`src/rtl/serial_adder_pkg.sv`:
```
// rtl/serial_adder_pkg.sv - shared FSM state type and counter sizing for serial_adder
package serial_adder_pkg;

    typedef enum logic [1:0] {
        IDLE = 2'd0,
        RUN  = 2'd1,
        DONE = 2'd2
    } state_t;

    function automatic int cnt_width(input int w);
        return (w < 2) ? 1 : $clog2(w);
    endfunction

endpackage

```
`src/rtl/serial_adder_full_add_cell.sv`:
```
// rtl/serial_adder_full_add_cell.sv - combinational one-bit full adder cell
module full_add_cell (
    input  logic a,
    input  logic b,
    input  logic c,
    output logic s,
    output logic co
);

    assign s  = a ^ b ^ c;
    assign co = (a & b) | (a & c) | (b & c);

endmodule

```
`src/rtl/serial_adder.sv`:
```
// rtl/serial_adder.sv - bit-serial W-bit adder, LSB first, one full-adder cell with registered carry
module serial_adder
    import serial_adder_pkg::*;
#(
    parameter int W = 8
) (
    input  logic         clk,
    input  logic         rst,
    input  logic         start,
    input  logic [W-1:0] a,
    input  logic [W-1:0] b,
    input  logic         cin,
    output logic         busy,
    output logic         done,
    output logic [W-1:0] sum,
    output logic         cout
);

    localparam int CW = cnt_width(W);
    localparam logic [CW-1:0] LAST = CW'(W - 1);

    state_t         state;
    logic [W-1:0]   a_sh;
    logic [W-1:0]   b_sh;
    logic [W-1:0]   s_sh;
    logic           c;
    logic [CW-1:0]  cnt;
    logic           s;
    logic           co;

    full_add_cell u_cell (
        .a  (a_sh[0]),
        .b  (b_sh[0]),
        .c  (c),
        .s  (s),
        .co (co)
    );

    always_ff @(posedge clk or posedge rst) begin
        if (rst) begin
            state <= IDLE;
            a_sh  <= '0;
            b_sh  <= '0;
            s_sh  <= '0;
            c     <= 1'b0;
            cnt   <= '0;
            sum   <= '0;
            cout  <= 1'b0;
        end else begin
            case (state)
                IDLE: begin
                    if (start) begin
                        a_sh  <= a;
                        b_sh  <= b;
                        c     <= cin;
                        cnt   <= '0;
                        state <= RUN;
                    end
                end
                RUN: begin
                    s_sh <= {s, s_sh[W-1:1]};
                    a_sh <= a_sh >> 1;
                    b_sh <= b_sh >> 1;
                    c    <= co;
                    cnt  <= cnt + CW'(1);
                    // Final bit: publish the completed word on the same edge it is formed
                    if (cnt == LAST) begin
                        sum   <= {s, s_sh[W-1:1]};
                        cout  <= co;
                        state <= DONE;
                    end
                end
                DONE: begin
                    state <= IDLE;
                end
                default: begin
                    state <= IDLE;
                end
            endcase
        end
    end

    assign busy = (state == RUN);
    assign done = (state == DONE);

endmodule

```
`config.mk`:
```
export PLATFORM = sky130hd
export DESIGN_NAME = serial_adder
export DESIGN_NICKNAME = d
export VERILOG_FILES = /design/src/rtl/serial_adder_pkg.sv /design/src/rtl/serial_adder_full_add_cell.sv /design/src/rtl/serial_adder.sv
export SDC_FILE = /design/constraint.sdc
export NUM_CORES = 1
export LEC_CHECK = 0
export ABC_AREA = 1
export BUFFER_PORTS_ARGS = -buffer_cell sky130_fd_sc_hd__clkbuf_2
export CORE_MARGIN = 10
export CORE_UTILIZATION = 23
export DETAILED_ROUTE_END_ITERATION = 7
export GPL_TIMING_DRIVEN = 0
export PLACE_DENSITY = 0.48
export SETUP_SLACK_MARGIN = 0.4
export SKIP_CTS_REPAIR_TIMING = 1
export SLEW_MARGIN = 20
export SYNTH_ARGS = -nofsm -noshare
export SYNTH_HDL_FRONTEND = slang
export SYNTH_HIERARCHICAL = 1
export SYNTH_SLANG_ARGS = --single-unit
```
`constraint.sdc`:
```
create_clock -name clk -period 1.3 [get_ports clk]
set_input_delay 0.195 -clock clk [delete_from_list [all_inputs] [get_ports clk]]
set_output_delay 0.195 -clock clk [all_outputs]
set_load 0.005 [all_outputs]
```
==> qor.csv <==
stage;metric;value;unit
setup_path;FF-to-FF Start;state[1]$_DFFE_PP0P_;
floorplan;die span in y;110;um
synthesis;top post-synthesis cells by count;nand2_1 (72), inv_1 (42), dfrtp_1 (38);
run_status;run status;finished with violations;
sta;Least-Margin Pin Slew;0.843;ns
power_and_ir_drop;sequential share of power;30.3;%
synthesis;post-synth design cell area;0.00185;sq mm
power_and_ir_drop;Comb pwr share;56.9;%
placed_design;dpl ws;0.0321;ns
detailed_routing;drt first-iter violations;32;
global_route;global-route wire length before repair;7370;um
synthesis;Synthesis Warnings;6;
power_and_ir_drop;cell leakage power;1.50;nW
detailed_routing;ANT nets after route;0;
floorplan;die area;0.0120;sq mm
setup_path;CP endpoint kind;output port;
power_and_ir_drop;pwr dens;2390;mW/mm^2
sta;final worst setup slack;-0.0383;ns
placed_design;placer congestion estimate;0.727;
synthesis;largest area contributor in the netlist;dfrtp_1;
placed_design;dpl cells;355;
synthesis;post-synthesis sequential area ratio;51.3;%
global_route;largest net degree at the start of global routing;39;
sta;Final Hold Fails;0;
finish;final cell count without fillers;394;
clocking;Num CTS Buffers;5;
synthesis;Post-synth EDFFs;0;
detailed_routing;Vias per Instance;4.05;
setup_path;cell family with most CP delay;buffers and inverters;
synthesis;syn avg cell area;8.31;sq um
clocking;Clock Latency Late Sink;0.29;ns
synthesis;Mapped Cells;223;
finish;layout cell share with drive strength beyond 1;46.2;%
job;max-cap violations;0;
setup_path;crit path max-delay cell type;dfrtp_1;
synthesis;Syn Nets;246;
finish;area grow syn2layout;53.1;%
global_route;vias in the first global route;1485;
global_route;Tot GR Track Use;7.79;%
setup_path;crit-path max cell delay;0.37;ns
clocking;Clock Path Buffers;2;
floorplan;core area;0.00777;sq mm
floorplan;Initial Utilization;23.9;%
detailed_routing;Vias;1596;
finish;Diodes inserted;0;
synthesis;Synth area leaders;dfrtp_1 (51%), nand2_1 (15%), inv_1 (8.5%);
power_and_ir_drop;Internal;4.12;mW
synthesis;Primary FF master, synth;dfrtp_1;
clocking;htree depth;2;
sta;Slew Viols, Final;0;
setup_path;CP Class;flop to output port;
power_and_ir_drop;Max VDD drop;995;uV
power_and_ir_drop;clock share of power;12.9;%
global_route;initial antenna violation count;0;
detailed_routing;Routed wire per std cell;12.4;um
setup_path;worst path required time;1.11;ns
global_route;Overflow after GRT;0;
setup_path;Critical Path AT;1.14;ns
sta;fin crit period;1.34;ns
setup_path;Crit. Startpoint;state[1]$_DFFE_PP0P_;
setup_path;critical path, cell by cell;inv_2, buf_8, buf_12, nor2_4, clkbuf_2;
synthesis;top cell type's share of synthesized area;51.3;%
detailed_routing;final WL;4880;um
setup_path;Buf+Inv Stages, Crit Path;4;
synthesis;Synth async-reset ratio;100;%
detailed_routing;DRC Markers;0;
run_status;failing checks;negative setup slack;
sta;Slew headroom;43.7;%
floorplan;io pins;31;
placed_design;DP HPWL;3080;um
sta;# setup viols final;1;
synthesis;count leader, synth;nand2_1;
floorplan;Std-Cell Rows;32;
sta;Fin Clk Skew;0.00402;ns
power_and_ir_drop;Sw Ratio;39.0;%
clocking;CTS Sinks;38;
setup_path;Setup crit start kind;flop;
clocking;Root Buffer;clkbuf_8;
sta;final cycle utilization of the critical path;103;%
detailed_routing;1st-pass router iterations;3;
clocking;Reg clk slew, reported paths;0.08;ns
placed_design;# port buffers;30;
setup_path;crit path max fanout;7;
synthesis;post-synthesis sequential element count;38;
synthesis;Distinct cells, synth;18;
sta;RSZ-0062 raised after global routing;yes;
min_path;worst hold-check path type;input port to asynchronous set/reset pin;
finish;nets;314;
sta;fmax;747;MHz
floorplan;Die X;110;um
power_and_ir_drop;NetSw;2.64;mW
clocking;CTS tree;built;
==> per-layer routing <==
metal,vias up,GRT usage (%),wire (um)
met2,28,11.7,2290
met4,0,2.79,44
met3,7,2.40,271
li1,818,-,-
met1,743,10.3,2280
met5,-,0,0
==> registers in the layout, summed over array words and instances, names as in the netlist <==
name	count
b_sh	8
cnt	3
sum	8
c	1
s_sh	7
state	2
cout	1
a_sh	8
==> cells by family after synthesis <==
| family | count (synthesis) | synth area share (%) |
|---|---|---|
| and+or+nand+nor | 109 | 25.3 |
| DFF | 38 | 51.3 |
| AOI/OAI and AO/OA | 20 | 7.83 |
| buffers and inverters | 53 | 13.2 |
| adders and majority gates | 3 | 2.43 |
==> layout by cell type, fill, tap and decap left out, drive strengths merged <==
cell type and n:
nand2 76, buf 46, inv 42, dfrtp 38
nand3 31, clkbuf 30, o21ai 19, nor2 3
clkinvlp 2, ha 2, a21oi 1, clkinv 1
fa 1
==> cell type report <==
type | count | area (sq um)
Fill cell | 811 | 4930
Sequential cell | 38 | 951
Multi-Input combinational cell | 133 | 867
Timing Repair Buffer | 60 | 470
Inverter | 43 | 173
Buffer | 10 | 153
Tap cell | 102 | 128
Clock buffer | 6 | 82.6
Clock inverter | 2 | 12.5
==> stage by stage <==
stage | hold slack (ns) | total power [mW] | area [sq um] | utilization [%] | TNS, ns
after floorplan | 0.161 | 4.00 | 1970 | - | 0
after global routing | 0.112 | 7.39 | 2840 | 36.5 | -0.130
after CTS | 0.0725 | 5.57 | 2350 | 30.2 | -0.296
after global placement | 0.392 | 4.63 | 2250 | 29.0 | 0
after detailed placement | 0.403 | 4.68 | 2250 | 29.0 | 0
final | 0.0421 | 6.77 | 2840 | 36.5 | -0.0383
==> worst reg2reg max path: cells and delay by family, from the launching register on <==
kind,cells,cell delay [ns]
buf+inv,4,0.49
flops,1,0.37
simple gates,4,0.27
==> path summary, 6_finish.rpt <==
kind                                       endpoint  slack, ns  depth (start not counted)
worst max register to register        c$_DFFE_PP0P_       0.06                          8
max in group asynchronous       a_sh[6]$_DFFE_PP0P_       0.80                          2
worst min-delay path             sum[3]$_DFFE_PP0P_       0.04                          2
min in group clk                a_sh[7]$_DFFE_PP0P_       0.11                          3
worst min register to register  a_sh[6]$_DFFE_PP0P_       0.48                          2
worst max-delay path                           done      -0.04                          5
==> power by group through the flow <==
stage	clock network [mW]	registers, mW	logic (mW)
6_report	0.870	2.05	3.85
5_1_grt	0.951	2.11	4.32
4_1_cts	0.897	2.05	2.62
3_5_place_dp	0	2.07	2.61
3_3_place_gp	0	2.06	2.57
2_1_floorplan	0	2.03	1.97
(Power assumes the default switching activity.)
